$ cat src/rtl/player_engine_if.sv
// player_engine_if
//   Bundles the per-frame game inputs and the renderer/HUD outputs of the
//   CrossyRobbers player controller. FrameClk and Reset are not part of the
//   bundle; they stay plain ports on the engine.
//
//   Inputs to the engine (driven by the game logic, modport master):
//     SpawnEnable, FaceLeftInit, Dir[3:0] {Left,Right,Up,Down}, Speed[2:0],
//     PlayerHit, CollectVal[VAL_W-1:0], Deposit
//   Outputs from the engine (modport slave drives them):
//     Dead, Full, Invuln, State[2:0], Tile[TILE_W-1:0], FaceLeft,
//     Items[clog2(MAX_ITEMS+1)-1:0], Score[SCORE_W-1:0], PlayerX/PlayerY[9:0]
//
//   All signals are sampled and updated once per FrameClk edge; there is no
//   valid/ready pairing because every input is a per-frame level or strobe.
interface player_engine_if #(
    parameter int MAX_ITEMS = 3,
    parameter int VAL_W     = 2,
    parameter int SCORE_W   = 7,
    parameter int TILE_W    = 7
);
    localparam int ITEM_W = $clog2(MAX_ITEMS + 1);

    // game logic -> engine
    logic              SpawnEnable;
    logic              FaceLeftInit;
    logic [3:0]        Dir;
    logic [2:0]        Speed;
    logic              PlayerHit;
    logic [VAL_W-1:0]  CollectVal;
    logic              Deposit;

    // engine -> renderer / HUD
    logic              Dead;
    logic              Full;
    logic              Invuln;
    logic [2:0]        State;
    logic [TILE_W-1:0] Tile;
    logic              FaceLeft;
    logic [ITEM_W-1:0] Items;
    logic [SCORE_W-1:0] Score;
    logic [9:0]        PlayerX;
    logic [9:0]        PlayerY;

    modport master (
        output SpawnEnable, FaceLeftInit, Dir, Speed, PlayerHit, CollectVal, Deposit,
        input  Dead, Full, Invuln, State, Tile, FaceLeft, Items, Score, PlayerX, PlayerY
    );

    modport slave (
        input  SpawnEnable, FaceLeftInit, Dir, Speed, PlayerHit, CollectVal, Deposit,
        output Dead, Full, Invuln, State, Tile, FaceLeft, Items, Score, PlayerX, PlayerY
    );
endinterface

$ cat src/rtl/player_engine.sv
// player_engine
//   Per-frame player controller: spawn, clamped movement, item carrying,
//   banking at the deposit zone, death animation, death penalty, respawn.
//
//   Ports:
//     FrameClk  - one rising edge per video frame
//     Reset     - asynchronous, active-high; returns everything to spawn values
//     pif       - player_engine_if.slave (game inputs in, render/HUD out)
//
//   State encoding (visible on pif.State for debug and checking):
//     Spawn=0, Idle=1, Walk=2, Dying=3, Penalty=4
//
//   Optional feature macro: PLAYER_GRACE_EN
//     defined   - GRACE_FRAMES frames of post-respawn invulnerability
//     undefined - no grace window, Invuln is always 0
module player_engine #(
    parameter int MAX_ITEMS       = 3,
    parameter int TILES_PER_ANIM  = 8,
    parameter int FRAMES_PER_TILE = 5,
    parameter int DEATH_TICKS     = 60,
    parameter int MOVE_DIV        = 2,
    parameter int GRACE_FRAMES    = 120,
    parameter int P_W             = 32,
    parameter int P_H             = 32,
    parameter int MIN_X           = 100,
    parameter int MAX_X           = 739,
    parameter int MIN_Y           = 65,
    parameter int MAX_Y           = 448,
    parameter int SPAWN_X         = 292,
    parameter int SPAWN_Y         = 400,
    parameter int VAL_W           = 2,
    parameter int SCORE_W         = 7,
    parameter int TILE_W          = 7
) (
    input  logic            FrameClk,
    input  logic            Reset,
    player_engine_if.slave  pif
);

    localparam int ITEM_W = $clog2(MAX_ITEMS + 1);
    localparam int VSUM_W = $clog2(MAX_ITEMS * ((1 << VAL_W) - 1) + 1);
    localparam int SUM_W  = SCORE_W + VSUM_W;
    localparam int FR_W   = (FRAMES_PER_TILE > 1) ? $clog2(FRAMES_PER_TILE) : 1;
    localparam int TL_W   = (TILES_PER_ANIM > 1)  ? $clog2(TILES_PER_ANIM)  : 1;
    localparam int MV_W   = (MOVE_DIV > 1)        ? $clog2(MOVE_DIV)        : 1;
    localparam int DT_W   = (DEATH_TICKS > 1)     ? $clog2(DEATH_TICKS)     : 1;
    localparam int GR_W   = $clog2(GRACE_FRAMES + 1);

    typedef enum logic [2:0] {
        S_SPAWN   = 3'd0,
        S_IDLE    = 3'd1,
        S_WALK    = 3'd2,
        S_DYING   = 3'd3,
        S_PENALTY = 3'd4
    } state_t;

    state_t             state_q, state_d;
    logic [FR_W-1:0]    frame_q;
    logic [TL_W-1:0]    tile_q;
    logic [MV_W-1:0]    move_q;
    logic [DT_W-1:0]    death_q;
    logic [ITEM_W-1:0]  items_q;
    logic [VSUM_W-1:0]  val_q;
    logic [SCORE_W-1:0] score_q;
    logic [9:0]         x_q, y_q;
    logic               face_q;
    logic               invuln;

    // ---------------------------------------------------------------
    // Per-frame decode
    // ---------------------------------------------------------------
    logic active, frame_wrap, tile_wrap, hit_take, move_frame, full, collect;
    logic dying_done, penalty_done;
    logic left, right, up, down, mv_x, mv_y;
    logic [FR_W-1:0] frame_nxt;
    logic [TL_W-1:0] tile_adv;

    assign active       = (state_q == S_IDLE) || (state_q == S_WALK);
    assign frame_wrap   = (frame_q == FR_W'(FRAMES_PER_TILE - 1));
    assign tile_wrap    = (tile_q == TL_W'(TILES_PER_ANIM - 1));
    assign frame_nxt    = frame_wrap ? '0 : frame_q + FR_W'(1);
    assign tile_adv     = !frame_wrap ? tile_q : (tile_wrap ? '0 : tile_q + TL_W'(1));
    // A hit pre-empts everything else on that frame, movement included.
    assign hit_take     = active && pif.PlayerHit && !invuln;
    assign move_frame   = active && (move_q == '0) && !hit_take;
    assign full         = (items_q == ITEM_W'(MAX_ITEMS));
    assign collect      = (pif.CollectVal != '0);
    assign dying_done   = (state_q == S_DYING) && frame_wrap && tile_wrap;
    assign penalty_done = (state_q == S_PENALTY) && frame_wrap &&
                          (death_q == DT_W'(DEATH_TICKS - 1));

    assign left  = pif.Dir[3];
    assign right = pif.Dir[2];
    assign up    = pif.Dir[1];
    assign down  = pif.Dir[0];
    // An axis only moves when exactly one of its two buttons is held.
    assign mv_x  = left ^ right;
    assign mv_y  = up ^ down;

    // ---------------------------------------------------------------
    // Movement: effective speed and clamped candidate positions.
    // 11-bit arithmetic keeps x+P_W+spd from wrapping.
    // ---------------------------------------------------------------
    logic [10:0] spd, x_ext, y_ext;
    logic [9:0]  x_mv, y_mv;

    always_comb begin
        spd = 11'd1;
        if ({8'd0, pif.Speed} > 11'(items_q))
            spd = {8'd0, pif.Speed} - 11'(items_q);
    end

    assign x_ext = {1'b0, x_q};
    assign y_ext = {1'b0, y_q};

    always_comb begin
        x_mv = x_q;
        if (left) begin
            if (x_ext >= 11'(MIN_X) + spd) x_mv = 10'(x_ext - spd);
            else                           x_mv = 10'(MIN_X);
        end else if (right) begin
            if (x_ext + 11'(P_W) + spd <= 11'(MAX_X)) x_mv = 10'(x_ext + spd);
            else                                      x_mv = 10'(MAX_X - P_W);
        end
    end

    always_comb begin
        y_mv = y_q;
        if (up) begin
            if (y_ext >= 11'(MIN_Y) + spd) y_mv = 10'(y_ext - spd);
            else                           y_mv = 10'(MIN_Y);
        end else if (down) begin
            if (y_ext + 11'(P_H) + spd <= 11'(MAX_Y)) y_mv = 10'(y_ext + spd);
            else                                      y_mv = 10'(MAX_Y - P_H);
        end
    end

    // Saturating bank of the carried value.
    logic [SUM_W-1:0]   score_sum;
    logic [SCORE_W-1:0] score_bank;
    assign score_sum  = SUM_W'(score_q) + SUM_W'(val_q);
    assign score_bank = (score_sum > SUM_W'((1 << SCORE_W) - 1)) ? '1 : score_sum[SCORE_W-1:0];

    // ---------------------------------------------------------------
    // Grace window
    // ---------------------------------------------------------------
`ifdef PLAYER_GRACE_EN
    logic [GR_W-1:0] grace_q;

    always_ff @(posedge FrameClk or posedge Reset) begin
        if (Reset) begin
            grace_q <= '0;
        end else if (pif.SpawnEnable) begin
            if (state_q == S_SPAWN)
                grace_q <= GR_W'(GRACE_FRAMES);
            else if (active && grace_q != '0)
                grace_q <= grace_q - GR_W'(1);
        end
    end
`else
    // No grace counter in this build; the window is permanently closed.
    logic [GR_W-1:0] grace_q;
    assign grace_q = '0;
`endif
    assign invuln = (grace_q != '0);

    // ---------------------------------------------------------------
    // FSM: state register
    // ---------------------------------------------------------------
    always_ff @(posedge FrameClk or posedge Reset) begin
        if (Reset) state_q <= S_SPAWN;
        else       state_q <= state_d;
    end

    // FSM: next state
    always_comb begin
        state_d = state_q;
        if (!pif.SpawnEnable) begin
            state_d = S_SPAWN;
        end else begin
            case (state_q)
                S_SPAWN: state_d = S_IDLE;
                S_IDLE, S_WALK: begin
                    if (hit_take)        state_d = S_DYING;
                    else if (move_frame) state_d = (mv_x || mv_y) ? S_WALK : S_IDLE;
                end
                S_DYING:   if (dying_done)   state_d = S_PENALTY;
                S_PENALTY: if (penalty_done) state_d = S_SPAWN;
                default:   state_d = S_SPAWN;
            endcase
        end
    end

    // FSM: outputs
    logic [1:0] anim_sel;
    always_comb begin
        case (state_q)
            S_WALK:    anim_sel = 2'd1;
            S_DYING:   anim_sel = 2'd2;
            S_PENALTY: anim_sel = 2'd3;
            default:   anim_sel = 2'd0;
        endcase
        pif.State = state_q;
        pif.Dead  = (state_q == S_DYING) || (state_q == S_PENALTY);
        pif.Tile  = TILE_W'(anim_sel) * TILE_W'(TILES_PER_ANIM * (MAX_ITEMS + 1))
                  + TILE_W'(tile_q) * TILE_W'(MAX_ITEMS + 1)
                  + TILE_W'(items_q);
    end

    // ---------------------------------------------------------------
    // Datapath registers
    // ---------------------------------------------------------------
    always_ff @(posedge FrameClk or posedge Reset) begin
        if (Reset) begin
            frame_q <= '0;
            tile_q  <= '0;
            move_q  <= '0;
            death_q <= '0;
            items_q <= '0;
            val_q   <= '0;
            score_q <= '0;
            x_q     <= 10'(SPAWN_X);
            y_q     <= 10'(SPAWN_Y);
            face_q  <= 1'b0;
        end else if (!pif.SpawnEnable) begin
            // Game paused: only the score is cleared, everything else holds.
            score_q <= '0;
        end else begin
            case (state_q)
                S_SPAWN: begin
                    x_q     <= 10'(SPAWN_X);
                    y_q     <= 10'(SPAWN_Y);
                    face_q  <= pif.FaceLeftInit;
                    items_q <= '0;
                    val_q   <= '0;
                    frame_q <= '0;
                    tile_q  <= '0;
                    move_q  <= '0;
                    death_q <= '0;
                end
                S_IDLE, S_WALK: begin
                    if (hit_take) begin
                        // Loot is dropped and the death animation starts from tile 0.
                        frame_q <= '0;
                        tile_q  <= '0;
                        death_q <= '0;
                        items_q <= '0;
                        val_q   <= '0;
                    end else begin
                        frame_q <= frame_nxt;
                        tile_q  <= tile_adv;
                        move_q  <= (move_q == MV_W'(MOVE_DIV - 1)) ? '0 : move_q + MV_W'(1);
                        if (move_frame) begin
                            if (mv_x) begin
                                x_q    <= x_mv;
                                face_q <= left;
                            end
                            if (mv_y) y_q <= y_mv;
                        end
                        if (pif.Deposit) begin
                            // Bank first; a same-frame pickup starts the next haul.
                            score_q <= score_bank;
                            if (collect) begin
                                items_q <= ITEM_W'(1);
                                val_q   <= VSUM_W'(pif.CollectVal);
                            end else begin
                                items_q <= '0;
                                val_q   <= '0;
                            end
                        end else if (collect && !full) begin
                            items_q <= items_q + ITEM_W'(1);
                            val_q   <= val_q + VSUM_W'(pif.CollectVal);
                        end
                    end
                end
                S_DYING: begin
                    frame_q <= frame_nxt;
                    // Last tile of the cycle is held for the whole Penalty.
                    if (frame_wrap && !tile_wrap) tile_q <= tile_q + TL_W'(1);
                    death_q <= '0;
                end
                S_PENALTY: begin
                    frame_q <= frame_nxt;
                    if (frame_wrap) death_q <= death_q + DT_W'(1);
                end
                default: ;
            endcase
        end
    end

    assign pif.Full     = full;
    assign pif.Invuln   = invuln;
    assign pif.FaceLeft = face_q;
    assign pif.Items    = items_q;
    assign pif.Score    = score_q;
    assign pif.PlayerX  = x_q;
    assign pif.PlayerY  = y_q;

endmodule

$ cat src/flat_wrapper.sv
// flat-port wrapper written by rule: the top's interface ports become plain ports
module player_engine_flat 
#(
    parameter int MAX_ITEMS       = 3,
    parameter int TILES_PER_ANIM  = 8,
    parameter int FRAMES_PER_TILE = 5,
    parameter int DEATH_TICKS     = 60,
    parameter int MOVE_DIV        = 2,
    parameter int GRACE_FRAMES    = 120,
    parameter int P_W             = 32,
    parameter int P_H             = 32,
    parameter int MIN_X           = 100,
    parameter int MAX_X           = 739,
    parameter int MIN_Y           = 65,
    parameter int MAX_Y           = 448,
    parameter int SPAWN_X         = 292,
    parameter int SPAWN_Y         = 400,
    parameter int VAL_W           = 2,
    parameter int SCORE_W         = 7,
    parameter int TILE_W          = 7
)
  (FrameClk, Reset, pif_SpawnEnable, pif_FaceLeftInit, pif_Dir, pif_Speed, pif_PlayerHit, pif_CollectVal, pif_Deposit, pif_Dead, pif_Full, pif_Invuln, pif_State, pif_Tile, pif_FaceLeft, pif_Items, pif_Score, pif_PlayerX, pif_PlayerY);
  player_engine_if #(.MAX_ITEMS(MAX_ITEMS), .VAL_W(VAL_W), .SCORE_W(SCORE_W), .TILE_W(TILE_W)) pif_i ();
  input  logic FrameClk;
  input  logic Reset;
  input wire logic [$bits(pif_i.SpawnEnable)-1:0] pif_SpawnEnable;
  input wire logic [$bits(pif_i.FaceLeftInit)-1:0] pif_FaceLeftInit;
  input wire logic [$bits(pif_i.Dir)-1:0] pif_Dir;
  input wire logic [$bits(pif_i.Speed)-1:0] pif_Speed;
  input wire logic [$bits(pif_i.PlayerHit)-1:0] pif_PlayerHit;
  input wire logic [$bits(pif_i.CollectVal)-1:0] pif_CollectVal;
  input wire logic [$bits(pif_i.Deposit)-1:0] pif_Deposit;
  output wire logic [$bits(pif_i.Dead)-1:0] pif_Dead;
  output wire logic [$bits(pif_i.Full)-1:0] pif_Full;
  output wire logic [$bits(pif_i.Invuln)-1:0] pif_Invuln;
  output wire logic [$bits(pif_i.State)-1:0] pif_State;
  output wire logic [$bits(pif_i.Tile)-1:0] pif_Tile;
  output wire logic [$bits(pif_i.FaceLeft)-1:0] pif_FaceLeft;
  output wire logic [$bits(pif_i.Items)-1:0] pif_Items;
  output wire logic [$bits(pif_i.Score)-1:0] pif_Score;
  output wire logic [$bits(pif_i.PlayerX)-1:0] pif_PlayerX;
  output wire logic [$bits(pif_i.PlayerY)-1:0] pif_PlayerY;
  assign pif_i.SpawnEnable = pif_SpawnEnable;
  assign pif_i.FaceLeftInit = pif_FaceLeftInit;
  assign pif_i.Dir = pif_Dir;
  assign pif_i.Speed = pif_Speed;
  assign pif_i.PlayerHit = pif_PlayerHit;
  assign pif_i.CollectVal = pif_CollectVal;
  assign pif_i.Deposit = pif_Deposit;
  assign pif_Dead = pif_i.Dead;
  assign pif_Full = pif_i.Full;
  assign pif_Invuln = pif_i.Invuln;
  assign pif_State = pif_i.State;
  assign pif_Tile = pif_i.Tile;
  assign pif_FaceLeft = pif_i.FaceLeft;
  assign pif_Items = pif_i.Items;
  assign pif_Score = pif_i.Score;
  assign pif_PlayerX = pif_i.PlayerX;
  assign pif_PlayerY = pif_i.PlayerY;
  player_engine #(.MAX_ITEMS(MAX_ITEMS), .TILES_PER_ANIM(TILES_PER_ANIM), .FRAMES_PER_TILE(FRAMES_PER_TILE), .DEATH_TICKS(DEATH_TICKS), .MOVE_DIV(MOVE_DIV), .GRACE_FRAMES(GRACE_FRAMES), .P_W(P_W), .P_H(P_H), .MIN_X(MIN_X), .MAX_X(MAX_X), .MIN_Y(MIN_Y), .MAX_Y(MAX_Y), .SPAWN_X(SPAWN_X), .SPAWN_Y(SPAWN_Y), .VAL_W(VAL_W), .SCORE_W(SCORE_W), .TILE_W(TILE_W)) u_core (.FrameClk(FrameClk), .Reset(Reset), .pif(pif_i));
endmodule
$ cat config.mk
export PLATFORM = sky130hd
export DESIGN_NAME = player_engine_flat
export DESIGN_NICKNAME = d
export VERILOG_FILES = /design/src/rtl/player_engine_if.sv /design/src/rtl/player_engine.sv /design/src/flat_wrapper.sv
export SDC_FILE = /design/constraint.sdc
export NUM_CORES = 1
export LEC_CHECK = 0
export ABC_AREA = 0
export BUFFER_PORTS_ARGS = -buffer_cell sky130_fd_sc_hd__buf_2
export CORE_ASPECT_RATIO = 1.2
export CORE_UTILIZATION = 55
export CTS_BUF_LIST = sky130_fd_sc_hd__clkbuf_4
export DETAILED_ROUTE_END_ITERATION = 16
export PLACE_DENSITY = 0.82
export SETUP_SLACK_MARGIN = 0.4
export SYNTH_ARGS = -nofsm -noshare
export SYNTH_HDL_FRONTEND = slang
export SYNTH_SLANG_ARGS = --single-unit
$ cat constraint.sdc
create_clock -name FrameClk -period 5.65 [get_ports FrameClk]
set_clock_uncertainty 0.05 [all_clocks]
set_input_delay 0.2825 -clock FrameClk [delete_from_list [all_inputs] [get_ports FrameClk]]
set_output_delay 0.2825 -clock FrameClk [all_outputs]
set_load 0.05 [all_outputs]
==> results of run 1 <==
==> cell usage in the layout (no fill, tap or decap), drive strengths merged, types with 21 or more instances in the layout <==
master   n
o21ai   49
buf     59
inv     69
xnor2   24
dfrtp   44
fa      21
nor2    65
nand2   47
a21oi   36
ha      90
==> worst max-delay path: cells and delay by family (launching register included) <==
kind	cells	cell delay, ps
compound gates	9	2380
fa+ha+maj	5	1570
flops	1	450
mux	1	350
buf+inv	2	100
==> metal layers <==
layer | up-vias | share of wire, %
met5 | - | 0
met4 | 0 | 1.3
met3 | 27 | 5.4
met2 | 159 | 51
met1 | 2540 | 42
li1 | 2541 | -
==> cell families after synthesis <==
logic type / count (synthesis)
simple gates: 195
mux: 5
buf+inv: 86
compound gates: 198
flops: 50
other cells: 1
fa+ha+maj: 111
xor+xnor: 39
==> state kept, by name, summed over array words and instances (netlist names) <==
register / count
u_core.death_q: 6
u_core.frame_q: 3
u_core.move_q: 1
u_core.pif.FaceLeft: 1
u_core.pif.Items: 2
u_core.pif.PlayerX: 10
u_core.pif.PlayerY: 10
u_core.pif.Score: 7
u_core.pif.State: 3
u_core.tile_q: 3
u_core.val_q: 4
==> layout make-up <==
cell class                      instances  area share (%)
Clock buffer                            6           0.710
Clock inverter                          2           0.217
Inverter                               71            4.20
Multi-Input combinational cell        549            67.7
Sequential cell                        50            19.8
Tap cell                              129            2.54
Timing Repair Buffer                   59            4.77
==> how the worst max path moves through the flow <==
stage                             start               endpoint  slack [ps]  cells past startpoint
finish              u_core.pif.Items[0]  u_core.pif.PlayerY[7]         710                     17
CTS                 u_core.pif.Items[0]  u_core.pif.PlayerY[7]         720                     16
detailed placement  u_core.pif.Items[0]  u_core.pif.PlayerY[7]         410                     16
global route        u_core.pif.Items[0]  u_core.pif.PlayerY[7]         410                     16
global placement           pif_Speed[0]  u_core.pif.PlayerX[7]         600                     18
floorplan           u_core.pif.Items[1]  u_core.pif.PlayerX[7]         500                     16
==> power groups by stage <==
stage | sequential (mW) | combinational (mW) | clock (mW)
2_1_floorplan | 0.745 | 1.24 | 0
3_3_place_gp | 0.571 | 1.75 | 0
3_5_place_dp | 0.578 | 1.81 | 0
4_1_cts | 0.571 | 1.83 | 0.181
5_1_grt | 0.584 | 2.03 | 0.194
6_report | 0.572 | 1.84 | 0.180
==> reports/metrics.yaml, run 1 <==
antenna_found_initial: 0
grt_overflow: 0
crit_slowest_cell: "o21ai_1"
leakagePower_nw: 3.12
power.density_nw_per_um2: 409
netlist_area_um2: 5890
drv_cap: 0
wl_per_cell_um: 16.8
finalSetupTns_ps: 0
antenna_cells: 0
setup_viol: 0
rsz0062_at_grt: "false"
cts_setup_buffers: 0
worst_slack_ps: 713
ys_async_sr_fraction_pct: 100
synth.avg_cell_area_um2: 8.60
die_height_um: 115
synth_xor_area_share_pct: 5.80
synth_edf_count: 0
core_um2: 10500
critPathRequiredTime_ps: 5930
fmax_mhz: 203
cts.reportedPaths.clkPinSlew_ps: 160
cts_root_buf: "clkbuf_4"
met1_usage_pct: 34.5
start_kind: "flop"
rr_worst_depth: 17
place_congestion: 0.933
slew_violations: 0
vdd.ir_drop.worst_mv: 0.285
drc_errors: 0
period_minus_slack_ps: 4940
clk_latency_ps: 380
comb_power_share_pct: 71.0
crit_chain: "ha_1, inv_1, fa_1, a21boi_0, o21ai_1, ha_1, inv_1, ha_1, fa_1, a211oi_2, o21bai_1, a21oi_2, o21ai_1, mux2_1, a32oi_2, o21ai_2, o32a_1"
synthTopCellsByArea: "ha_1 (19%), dfrtp_1 (19%), fa_1 (7.1%), inv_1 (4.4%), nor2_1 (4.1%)"
synth_simple_gate_area_share_pct: 15.7
yosys_warnings: 0
synth_nets: 811
ys_ff_latch: 50
hold_viol_final: 0
detailedPlace.worstSlack_ps: 414
final_cells: 866
synthToLayoutAreaGrowth_pct: 7.73
synthAdderAreaFrac_pct: 26.3
syn_inst: 685
reg2reg_to: "u_core.pif.PlayerY[7]"
grt_pass1_vias: 5435
synth_top_family_by_area: "adder cells"
hold_path.class: "primary input to asynchronous set/reset pin"
grtUsageMet2_pct: 49.4
die_area_um2: 11100
slew_headroom_pct: 26.0
ctsHoldBuffers: 0
cts_made_buffers: 5
cpMostUsedCell: "ha_1"
clockBufferDepth: 2
cts_tree: "built"
worst_path_largest_cell_delay_ps: 540
port-buffer-count: 56
crit_fanout: 6
finalPower_mw: 2.59
die_x_um: 96.5
synth_top_area_share_pct: 19.1
start_util_pct: 56.3
vias: 5267
rows: 41
grt_max_degree: 51
hpwl_mm: 11.5
final_util_pct: 60.6
worstMarginPinSlew_ps: 1110
drt-pass1-iter-count: 5
fin_area_um2: 6350
period_share_pct: 87.4
ant_nets: 0
synth.most_common_cell: "ha_1"
top_usage_layer: "met2"
fillCellCount: 939
place_area_um2: 6290
ff_latch_area_um2: 1260
ys_seq_area_share_pct: 21.4
use_met3_pct: 4.37
post_cts_resized: 1
cts_max_level: 2
pin_count: 58
switching_share_pct: 54.7
clock_power_share_pct: 6.9
layout-drive-gt1-share_pct: 12.1
synthMuxAreaShare_pct: 0.892
p_seq_share_pct: 22.0
dp_cells: 858
clock_sinks: 50
synth_compound_area_share_pct: 24.2
status: "finished, final reports clean"
arrival_ps: 5220
cp-end-kind: "flop"
grtUsageTotal_pct: 27.7
rrSetupSlack_ps: 710
yosysUniqueCellTypes: 77
multi_input_area_um2: 4300
vias_per_cell: 6.08
p_int_mw: 1.18
r2r_start: "u_core.pif.Items[0]"
synthFlopType: "dfrtp_1"
num-nets-final: 862
switchingPower_mw: 1.42
netlist_top_cells_count: "ha_1 (90), inv_1 (69), nor2_1 (65), nand2_1 (47), o21ai_0 (45)"
yosys.area.top_type: "ha_1"
wl_mm: 14.5
grt_pass1_wl_mm: 24.8
path_class: "flop to flop"
drt_iter0_markers: 315
hold_slack_ps: 99.7
Note: power is estimated with default switching activity, not from simulation.
==> inputs of run 2 (changes only) <==
--- a/config.mk
+++ b/config.mk
@@ -12,6 +12,7 @@
 export CTS_BUF_LIST = sky130_fd_sc_hd__clkbuf_4
 export DETAILED_ROUTE_END_ITERATION = 16
 export PLACE_DENSITY = 0.82
+export RECOVER_POWER = 25
 export SETUP_SLACK_MARGIN = 0.4
 export SYNTH_ARGS = -nofsm -noshare
 export SYNTH_HDL_FRONTEND = slang
==> reports/metrics.yaml, run 2 (synthesis results as in run 1) <==
vias_per_cell: 6.09  # was 6.08
grt_overflow: 0  # unchanged
cts_root_buf: "clkbuf_4"  # unchanged
fillCellCount: 939  # unchanged
place_congestion: 0.933  # unchanged
die_x_um: 96.5  # unchanged
leakagePower_nw: 3.12  # about the same
hold_viol_final: 0  # unchanged
grt_max_degree: 51  # unchanged
ff_latch_area_um2: 1260  # unchanged
p_int_mw: 1.18  # unchanged
fmax_mhz: 202  # was 203 MHz
drt-pass1-iter-count: 5  # unchanged
clk_latency_ps: 380  # about the same
clock_power_share_pct: 6.9  # about the same
period_share_pct: 87.4  # about the same
final_util_pct: 60.6  # unchanged
status: "finished with violations"  # was finished, final reports clean
arrival_ps: 5220  # about the same
vias: 5273  # was 5267
cts_max_level: 2  # unchanged
layout-drive-gt1-share_pct: 11.9  # was 12.1%
dp_cells: 858  # unchanged
clockBufferDepth: 2  # unchanged
core_um2: 10500  # unchanged
antenna_cells: 0  # unchanged
worst_slack_ps: 710  # was 713 ps
detailedPlace.worstSlack_ps: 414  # unchanged
switching_share_pct: 54.7  # about the same
rows: 41  # unchanged
slew_headroom_pct: -32.0  # was 26.0%
cts_tree: "built"  # unchanged
violations: "capacitance limit, slew limit"
multi_input_area_um2: 4300  # unchanged
die_area_um2: 11100  # unchanged
synthToLayoutAreaGrowth_pct: 7.73  # unchanged
start_kind: "flop"  # unchanged
hold_slack_ps: 186  # was 99.7 ps
ctsHoldBuffers: 0  # unchanged
comb_power_share_pct: 71.0  # about the same
ant_nets: 0  # unchanged
start_util_pct: 56.3  # unchanged
switchingPower_mw: 1.42  # about the same
vdd.ir_drop.worst_mv: 0.285  # unchanged
wl_per_cell_um: 16.8  # about the same
cts.reportedPaths.clkPinSlew_ps: 160  # about the same
final_cells: 866  # unchanged
setup_viol: 0  # unchanged
cts_made_buffers: 5  # unchanged
drv_cap: 1  # was 0
crit_fanout: 6  # unchanged
antenna_found_initial: 0  # unchanged
critPathRequiredTime_ps: 5930  # about the same
wl_mm: 14.5  # about the same
slew_violations: 51  # was 0
hpwl_mm: 11.5  # unchanged
p_seq_share_pct: 22.0  # about the same
grt_pass1_wl_mm: 24.8  # unchanged
port-buffer-count: 56  # unchanged
path_class: "flop to flop"  # unchanged
clock_sinks: 50  # unchanged
layout_common_cells: "ha_1 (90), inv_1 (69), nor2_1 (65)"  # was ha_1 (90), inv_1 (68), nor2_1 (65)
period_minus_slack_ps: 4940  # about the same
drc_errors: 0  # unchanged
layout_commonest_cell: "ha_1"  # unchanged
num-nets-final: 862  # unchanged
worstMarginPinSlew_ps: 1980  # was 1110 ps
finalSetupTns_ps: 0  # unchanged
cp-end-kind: "flop"  # unchanged
die_height_um: 115  # unchanged
rsz0062_at_grt: "false"  # unchanged
grt_pass1_vias: 5435  # unchanged
pin_count: 58  # unchanged
drt_iter0_markers: 315  # unchanged
grtUsageTotal_pct: 27.7  # unchanged
hold_path.class: "primary input to flop"  # was primary input to asynchronous set/reset pin
power.density_nw_per_um2: 409  # about the same
-- run 2: power groups by stage --
stage                     clock (mW)  sequential [mW]  combinational [mW]
after floorplan                    0            0.745                1.24
after global placement             0            0.571                1.75
after detailed placement           0            0.578                1.81
after CTS                      0.181            0.571                1.83
after global routing           0.194            0.584                2.03
final                          0.180            0.572                1.84
-- run 2: path summary, 6_finish.rpt --
check                           cells past startpoint               endpoint                start  slack, ps
worst min-delay path                                2    u_core.pif.Score[5]      pif_SpawnEnable        190
max in group asynchronous                           2  u_core.pif.PlayerY[2]                Reset       3940
worst max register to register                     17  u_core.pif.PlayerY[7]  u_core.pif.Items[0]        710
worst min register to register                      1      u_core.frame_q[2]    u_core.frame_q[2]        500
min in group asynchronous                           2    u_core.pif.Score[3]                Reset        470
worst max-delay path                               17  u_core.pif.PlayerY[7]  u_core.pif.Items[0]        710
-- run 2: layout make-up --
type	count	share of cell area [%]
Clock buffer	6	0.710
Clock inverter	2	0.217
Inverter	71	4.20
Multi-Input combinational cell	549	67.7
Sequential cell	50	19.8
Tap cell	129	2.54
Timing Repair Buffer	59	4.77
-- run 2: metal layers --
layer	vias up	share of wire [%]	track usage, %
met5	-	0	0
met4	0	1.4	6.76
met3	29	5.3	4.37
met2	163	51	49.4
met1	2540	42	34.5
li1	2541	-	-
-- run 2: repair_timing --
item | CTS | global route
setup endpoints to repair | 2 | 0
resized for setup | 1 | 0
buffers inserted | 0 | 0
-- run 2: through the flow --
step | power, mW | cell area (um2)
after floorplan | 1.98 | 5890
after CTS | 2.58 | 6350
after detailed placement | 2.39 | 6290
after global placement | 2.32 | 6290
after global routing | 2.81 | 6350
final | 2.59 | 6350
-- run 2: critical path: stages (launching register included) --
cell and delay (ps):
dfrtp_1 450, ha_1 170, inv_1 50, fa_1 410
a21boi_0 150, o21ai_1 540, ha_1 260, inv_1 50
ha_1 230, fa_1 500, a211oi_2 330, o21bai_1 150
a21oi_2 210, o21ai_1 110, mux2_1 350, a32oi_2 340
o21ai_2 150, o32a_1 400
